===== src/rtl/simon_seq_player.sv =====
`default_nettype none
// ============================================================================
// Module   : simon_seq_player
// Purpose  : Colour-sequence store, random generator and playback engine for
//            the Simon game. The game FSM clears the sequence, appends random
//            colours, replays the sequence and checks each player press.
// Revision : 1.0 - initial release
//
// Ports
//   Clk          in   system clock, rising edge
//   Reset_n      in   asynchronous active-low reset
//   Clear        in   empty the sequence, abort playback (any state)
//   Append       in   add one random colour (IDLE only)
//   Play         in   start playback (IDLE only)
//   Check_valid  in   player press present (IDLE only)
//   Check_color  in   pressed colour: 0 red, 1 blue, 2 yellow, 3 green
//   Color_valid  out  playback colour lit
//   Color_out    out  colour being shown, 0 when dark
//   Busy         out  playback in progress
//   Play_done    out  one-cycle pulse at end of playback
//   Length       out  current sequence length
//   Full         out  Length == MAX_LEN
//   Check_resp   out  one-cycle pulse answering a check
//   Check_match  out  result of the last check (held)
//   Check_last   out  last check matched the final entry (held)
//
// Build option
//   SIMON_NO_REPEAT_EN : when defined, an appended colour that equals the
//                        previous entry is bumped by one (mod 4).
// ============================================================================
module simon_seq_player #(
    parameter int          MAX_LEN   = 32,
    parameter int          ON_TICKS  = 25_000_000,
    parameter int          OFF_TICKS = 12_500_000,
    parameter logic [15:0] LFSR_SEED = 16'hACE1,
    localparam int         LEN_W     = $clog2(MAX_LEN + 1)
) (
    input  logic             Clk,
    input  logic             Reset_n,
    input  logic             Clear,
    input  logic             Append,
    input  logic             Play,
    input  logic             Check_valid,
    input  logic [1:0]       Check_color,
    output logic             Color_valid,
    output logic [1:0]       Color_out,
    output logic             Busy,
    output logic             Play_done,
    output logic [LEN_W-1:0] Length,
    output logic             Full,
    output logic             Check_resp,
    output logic             Check_match,
    output logic             Check_last
);

    localparam int IDX_W     = $clog2(MAX_LEN);
    localparam int MAX_TICKS = (ON_TICKS > OFF_TICKS) ? ON_TICKS : OFF_TICKS;
    localparam int TICK_W    = (MAX_TICKS > 1) ? $clog2(MAX_TICKS) : 1;

    // An all-zero LFSR would lock up, so a zero seed is replaced.
    localparam logic [15:0]       SEED     = (LFSR_SEED == 16'h0000) ? 16'h0001 : LFSR_SEED;
    localparam logic [TICK_W-1:0] ON_LAST  = TICK_W'(ON_TICKS - 1);
    localparam logic [TICK_W-1:0] OFF_LAST = TICK_W'(OFF_TICKS - 1);
    localparam logic [LEN_W-1:0]  LEN_MAX  = LEN_W'(MAX_LEN);

    typedef enum logic [1:0] {
        IDLE     = 2'd0,
        PLAY_ON  = 2'd1,
        PLAY_OFF = 2'd2
    } state_t;

    state_t            state;
    logic [15:0]       lfsr;
    logic [1:0]        seq [MAX_LEN];
    logic [IDX_W-1:0]  play_idx;
    logic [IDX_W-1:0]  check_idx;
    logic [TICK_W-1:0] tick;

    logic              lfsr_fb;
    logic              append_go;
    logic [IDX_W-1:0]  wr_idx;
    logic [IDX_W-1:0]  last_idx;
    logic [IDX_W-1:0]  next_play;
    logic [1:0]        new_color;

    // Fibonacci form of x^16+x^14+x^13+x^11+1, shifting right.
    assign lfsr_fb   = lfsr[0] ^ lfsr[2] ^ lfsr[3] ^ lfsr[5];
    assign Busy      = (state != IDLE);
    assign Full      = (Length == LEN_MAX);
    assign append_go = (state == IDLE) && !Clear && Append && !Full;
    assign wr_idx    = Length[IDX_W-1:0];
    assign last_idx  = IDX_W'(Length - LEN_W'(1));
    assign next_play = play_idx + IDX_W'(1);

`ifdef SIMON_NO_REPEAT_EN
    assign new_color = ((Length != '0) && (lfsr[1:0] == seq[last_idx]))
                     ? (lfsr[1:0] + 2'd1) : lfsr[1:0];
`else
    assign new_color = lfsr[1:0];
`endif

    // Sequence storage needs no reset: Length defines which entries are live.
    always_ff @(posedge Clk) begin
        if (append_go) begin
            seq[wr_idx] <= new_color;
        end
    end

    always_ff @(posedge Clk or negedge Reset_n) begin
        if (!Reset_n) begin
            state       <= IDLE;
            lfsr        <= SEED;
            Length      <= '0;
            play_idx    <= '0;
            check_idx   <= '0;
            tick        <= '0;
            Color_valid <= 1'b0;
            Color_out   <= 2'd0;
            Play_done   <= 1'b0;
            Check_resp  <= 1'b0;
            Check_match <= 1'b0;
            Check_last  <= 1'b0;
        end else begin
            lfsr       <= {lfsr_fb, lfsr[15:1]};
            Play_done  <= 1'b0;
            Check_resp <= 1'b0;
            if (Clear) begin
                state       <= IDLE;
                Length      <= '0;
                play_idx    <= '0;
                check_idx   <= '0;
                tick        <= '0;
                Color_valid <= 1'b0;
                Color_out   <= 2'd0;
                Check_match <= 1'b0;
                Check_last  <= 1'b0;
            end else begin
                case (state)
                    IDLE: begin
                        if (Append) begin
                            if (!Full) begin
                                Length <= Length + LEN_W'(1);
                            end
                        end else if (Play) begin
                            check_idx <= '0;
                            play_idx  <= '0;
                            tick      <= '0;
                            if (Length != '0) begin
                                state       <= PLAY_ON;
                                Color_valid <= 1'b1;
                                Color_out   <= seq[0];
                            end else begin
                                Play_done <= 1'b1;
                            end
                        end else if (Check_valid) begin
                            Check_resp <= 1'b1;
                            if ((Length != '0) && (Check_color == seq[check_idx])) begin
                                Check_match <= 1'b1;
                                if (check_idx == last_idx) begin
                                    Check_last <= 1'b1;
                                    check_idx  <= '0;
                                end else begin
                                    Check_last <= 1'b0;
                                    check_idx  <= check_idx + IDX_W'(1);
                                end
                            end else begin
                                Check_match <= 1'b0;
                                Check_last  <= 1'b0;
                                check_idx   <= '0;
                            end
                        end
                    end
                    PLAY_ON: begin
                        if (tick == ON_LAST) begin
                            tick        <= '0;
                            state       <= PLAY_OFF;
                            Color_valid <= 1'b0;
                            Color_out   <= 2'd0;
                        end else begin
                            tick <= tick + TICK_W'(1);
                        end
                    end
                    PLAY_OFF: begin
                        if (tick == OFF_LAST) begin
                            tick <= '0;
                            if (play_idx == last_idx) begin
                                state     <= IDLE;
                                Play_done <= 1'b1;
                            end else begin
                                play_idx    <= next_play;
                                state       <= PLAY_ON;
                                Color_valid <= 1'b1;
                                Color_out   <= seq[next_play];
                            end
                        end else begin
                            tick <= tick + TICK_W'(1);
                        end
                    end
                    default: begin
                        state <= IDLE;
                    end
                endcase
            end
        end
    end

endmodule
`default_nettype wire


===== config.mk =====
export PLATFORM = sky130hd
export DESIGN_NAME = simon_seq_player
export DESIGN_NICKNAME = d
export VERILOG_FILES = /design/src/rtl/simon_seq_player.sv
export SDC_FILE = /design/constraint.sdc
export NUM_CORES = 1
export LEC_CHECK = 0
export BUFFER_PORTS_ARGS = -buffer_cell sky130_fd_sc_hd__buf_2
export CORE_UTILIZATION = 60
export DETAILED_ROUTE_END_ITERATION = 8
export GPL_TIMING_DRIVEN = 0
export PLACE_DENSITY = 0.77
export SLEW_MARGIN = 20
export SYNTH_ARGS = -nofsm -noshare
export SYNTH_HDL_FRONTEND = slang
export SYNTH_SLANG_ARGS = --single-unit

===== constraint.sdc =====
create_clock -name Clk -period 4.3 [get_ports Clk]
set_clock_uncertainty 0.1 [all_clocks]
set_input_delay 0.645 -clock Clk [delete_from_list [all_inputs] [get_ports Clk]]
set_output_delay 0.645 -clock Clk [all_outputs]
set_load 0.01 [all_outputs]

-- Word level (Yosys, flattened, before mapping)
Memories as Yosys holds them, arrays and structs flattened.
Cells that the tools add are included.
- $add $sub $neg: 5
- equal/unequal tests: 17
- mux-type cells: 74
- bitwise logic cells: 3
- reductions and logical operators: 22
- operators by type and width (operator ; count):
    25-bit 2-to-1 mux ; 5
    25-bit one-hot mux with 3 select lines ; 1
    5-bit 2-to-1 mux ; 12
    1-bit 2-to-1 mux ; 34
    2-bit 2-to-1 mux ; 13
    25-bit by 1-bit adder with 25-bit output (second input constant) ; 1
    25-bit by 24-bit == test with 1-bit output (second input constant) ; 1
    25-bit == test (second input constant) ; 1
    6-bit 2-to-1 mux ; 4
    3-bit != test (second input constant) ; 5
    2-bit one-hot mux with 3 select lines ; 2
    5-bit by 1-bit adder with 5-bit output (second input constant) ; 2
    5-bit == test ; 2
    5-bit one-hot mux with 2 select lines ; 1
    5-bit AND reduction ; 2
    3-bit AND reduction ; 3
    2-bit nonzero test ; 4
    7-bit AND reduction ; 1
    6-bit by 1-bit adder with 6-bit output (second input constant) ; 1
    6-bit == test (second input constant) ; 1
    2-bit != test (second input constant) ; 3
    3-bit nonzero test ; 2
    6-bit nonzero test ; 1
    5-bit by 1-bit subtractor with 5-bit output (second input constant) ; 1
    other kinds (12) ; 18
- register bits after elaboration: 66
- bits in writable memories: 64
- input port bits: 8
- output and inout port bits: 15
- logic and storage cells: 134
- memories: 1
- memories (name ; words ; width ; read ports ; clocked after Yosys merged registers in ; write ports ; line ; RTL):
    seq ; 32 ; 2 ; 3 ; 0 ; 1 ; 74 ; logic [1:0] seq [MAX_LEN];

-- Logic depth before layout (Yosys ltp)
- word-level depth: 9
- depth in mapped cells: 11
- depth with buffers taken out: 10

-- Least setup slack after synthesis
No wires, ideal clock.
- path kind: register to register
- from: register state[0]
- to: register tick[23]
- library setup time: 0.078 ns
- arrival: 2.732 ns
- data required time: 4.122 ns
- setup slack: 1.390 ns
- stages on the path, launching flop included: 12
- buffers on the path: 1
- cell sequence: dfrtp_1 -> inv_1 -> ha_1 -> clkbuf_1 -> inv_1 -> nor2_1 -> o21a_1 -> or4_1 -> nor3_1 -> nand3_1 -> or3_1 -> a21oi_1
- word-level cells in the longest chain between the ends: 3
- ends and longest elaborated chain (what ; line ; RTL):
    from (decl) ; 72 ; state_t state;
    from (signal assigned) ; 111 ; state <= IDLE;
    from (signal assigned) ; 128 ; state <= IDLE;
    from (signal assigned) ; 149 ; state <= PLAY_ON;
    2-bit == test (tied with other cells) ; 138 ; case (state)
    25-bit one-hot mux with 3 select lines (tied with other cells) ; 138 ;
    25-bit 2-to-1 mux or 3-bit AND reduction (tied branches) ; - ;
    to (signal assigned) ; 180 ; tick <= tick + TICK_W'(1);
    to (signal assigned) ; 196 ; tick <= tick + TICK_W'(1);
    to (decl) ; 77 ; logic [TICK_W-1:0] tick;
Parallel ways exist; a longest one is shown, timed or not.
A chain may end at the register's enable or synchronous reset.

-- Worst setup path in the final report
- from: register play_idx[1]
- to: register Color_out[1]
- word-level cells in the longest chain between the ends: 6
- ends and longest elaborated chain (what ; line ; RTL):
    from (decl) ; 75 ; logic [IDX_W-1:0] play_idx;
    from (signal assigned) ; 190 ; play_idx <= next_play;
    5-bit by 1-bit adder with 5-bit output ; 93 ; assign next_play = play_idx + IDX_W'(1);
    memory read 32 x 2 bit ; - ;
    2-bit 2-to-1 mux ; 186 ; if (play_idx == last_idx) begin
    2-bit 2-to-1 mux ; 184 ; if (tick == OFF_LAST) begin
    2-bit one-hot mux with 3 select lines ; 138 ;
    2-bit 2-to-1 mux ; 127 ; if (Clear) begin
    to (signal assigned) ; 151 ; Color_out <= seq[0];
    to (signal assigned) ; 193 ; Color_out <= seq[next_play];
    to (decl) ; 46 ; output logic [1:0] Color_out,
Parallel ways exist; a longest one is shown, timed or not. The select of a mux whose other input is x is not followed.

==> impl_results.md <==
- Outcome: finished clean
- Top cells by area, synth: edfxtp_1 (29%), dfrtp_1 (22%), mux2i_1 (6.5%)
- Worst-margin pin slew: 1.00 ns
- Worst skew pair latency: 0.53 ns
- Worst-path cell with the longest stage delay: clkbuf_1
- Final WS setup: 0.573 ns
- Mean Syn Cell Area: ~12 sq um
- Post-synthesis sequential area ratio: 54.0%
- FP Rows: 38
- Worst hold slack: 0.248 ns
- Clock sinks: 130
- Diode count: 0
- Hold crit path type: register to register
- Total CTS buffers: 17
- H-tree levels: 4
- Pre-CTS setup slack: ~0.63 ns
- Critical path class: register to register
- Final TNS setup: 0 ns
- Crit. End Element: register
- Final nets: about 630
- Fin. Hold Viols: 0
- Top-Level Pins: 23
- Number of library cell types mapped by synthesis: between 50 and 60
- DR DRC count: 0
- Die Y: roughly 110 um
- Number of synthesized flops with an enable pin: 64
- Root buffer cell: clkbuf_8
- Largest net degree at the start of global routing: 60
- Asr flop ratio synth: around half
- Most numerous cell in the Yosys netlist: nor2_1
- Util after Layout: between 60% and 70%
- First-pass GRT wire length: 24.5 mm
- Max_slew headroom: between 30% and 40%
- Max incr delay on CP: about 0.67 ns
- Leak pwr: ~2.8 nW
- Commonest cells in the synthesized netlist: nor2_1 (76), edfxtp_1 (64), dfrtp_1 (58), mux2i_1 (43), nand2_1 (42)
- WP data required: around 4.6 ns
- Layout cells sized above 1: 14.8%
- Fin crit share: between 80% and 90%
- Gr usage total: 28.9%
- Final setup fails: 0
- Pwr dens: 425 nW/um^2
- Mapped Nets: approximately 590
- Seq cells post-synth: 130
- Hpwl dp: 10.4 mm
- Max Fclk: around 270 MHz
- First-pass DRT Iterations: 5
- Synth area leader: edfxtp_1
- GP Congestion: approximately 0.87
- Post-Syn Instances: 571
- Initial antenna violation count: 0
- Die X: about 110 um
- Cell Area, Placed: 6960 sq um
- RSZ-0062 raised after global routing: no
- Post-DRT Antenna Nets: 0
- Most frequent CP cell: clkbuf_1
- Data arrival, critical path: 4.02 ns
- Yosys warns: 0
- Post CTS Setup Buffer Count: 0
- Vias in the first global route: ~4700
- Clock slew at reported path FFs: around 0.06 ns
- Mapped Area: 6640 sq um
- Post-synth top flop: edfxtp_1
- CTS resizes: 0
- CTS tree: done
- Starting DRT DRC Count: approximately 480
- Startpoint Class: register
- Top-area cell type share of the netlist area: between 20% and 30%
- Clock buffer depth: 2
- Via count: between 4000 and 5000
- Max Cap Violations: 0
- Tmin final: ~3.7 ns
- Final instance area: between 7000 and 8000 sq um
- CP Max Fanout: 10
- Port Buffers: 22
- Max rail drop VDD: approximately 290 uV
- Area Overhead vs Synth: 13.5%
- Final Slew Violations: 0
- Via density: between 6 and 7
- Buffers plus inverters on the worst setup path: 2
- Per-cell routed wire length: between 20 and 25 um
- CP cell instances: ha_1 -> clkbuf_1 -> clkbuf_1 -> mux4_2 -> mux2i_1 -> nand3_1 -> nand4_1 -> o21ai_0 -> a22oi_1 -> o21ai_1
- Crit-path leading delay family: buffers and inverters
- CORE AREA: approximately 11000 sq um
- WL final: between 15 and 20 mm
- Die area: approximately 11000 sq um
- Grt total ovfl: 0
- Initial Util: between 60 and 70%
==> registers in the layout, summed over array words and instances, names as in the netlist <==
signal / count
Color_out: 2
Check_match: 1
Check_resp: 1
state: 2
Color_valid: 1
Play_done: 1
Check_last: 1
lfsr: 16
check_idx: 5
tick: 25
play_idx: 5
Length: 6
seq: 64
==> final cells by class <==
type	count	area, sq um
Inverter	13	48.8
Buffer	27	116
Sequential cell	130	3580
Multi-Input combinational cell	401	2900
Timing Repair Buffer	24	150
Fill cell	750	3260
Clock inverter	14	145
Clock buffer	18	418
Tap cell	140	175
==> worst register-to-register path, cell delays in order (launching register included) <==
cell,delay [ns]
dfrtp_1,0.42
ha_1,0.32
clkbuf_1,0.60
clkbuf_1,0.68
mux4_2,0.61
mux2i_1,0.22
nand3_1,0.11
nand4_1,0.12
o21ai_0,0.11
a22oi_1,0.22
o21ai_1,0.08
==> where the power goes <==
part	total [W]	internal, W	switching, W
clock network	0.00138	0.000868	0.000510
logic	0.000472	0.000187	0.000285
registers	0.00136	0.00133	0.0000284
==> metal layers <==
| layer | part of all wire [%] | vias up | GRT usage, % |
|---|---|---|---|
| met3 | 6.9 | 52 | 6.44 |
| li1 | - | 2172 | - |
| met5 | 0 | - | 0 |
| met1 | 40 | 2390 | 36.8 |
| met2 | 49 | 215 | 47.2 |
| met4 | 3.3 | 0 | 13.4 |
==> placed cells by master (no fill, tap or decap), types with 16 or more instances in the layout <==
master,netlist,layout
nor2_1,76,76
edfxtp_1,64,64
dfrtp_1,58,58
mux2i_1,43,43
nand2_1,42,42
buf_2,6,27
nand3_1,24,24
o21ai_0,21,21
xor2_1,20,19
clkbuf_1,16,17
xnor2_1,17,17
mux4_2,16,16
a22oi_1,16,16
clkbuf_16,0,16
==> per-stage QoR <==
step | power [W] | instances
floorplan | 0.00170 | 571
global placement | 0.00182 | 733
detailed placement | 0.00184 | 734
CTS | 0.00322 | 767
global route | 0.00331 | 767
finish | 0.00321 | 767
==> worst paths after layout <==
path	start	end	slack, ns	cells after the start
setup / recovery	play_idx[1]$_DFFE_PN0P_	Color_out[1]$_DFFE_PN0P_	0.57	10
hold / removal	lfsr[4]$_DFF_PN0_	lfsr[3]$_DFF_PN0_	0.25	0
setup reg to reg	play_idx[1]$_DFFE_PN0P_	Color_out[1]$_DFFE_PN0P_	0.57	10
hold reg to reg	lfsr[4]$_DFF_PN0_	lfsr[3]$_DFF_PN0_	0.25	0
max in group asynchronous	Reset_n	lfsr[15]$_DFF_PN1_	3.16	3
min in group asynchronous	Reset_n	check_idx[1]$_DFFE_PN0P_	0.38	2
==> what timing repair did <==
action / in CTS / in global routing
setup endpoints to repair: 0 / 0
hold buffers: 1 / 0
hold endpoints to repair: 7 / 0
==> cell families after synthesis <==
| family | count (synthesis) | share of synthesized area, % |
|---|---|---|
| buf+inv | 40 | 2.49 |
| simple gates | 210 | 15.3 |
| mux | 60 | 12.1 |
| xor+xnor | 40 | 5.92 |
| compound gates | 79 | 8.04 |
| flops | 130 | 54.0 |
| fa+ha+maj | 12 | 2.26 |
No activity file was read; power rests on OpenSTA's default activity.
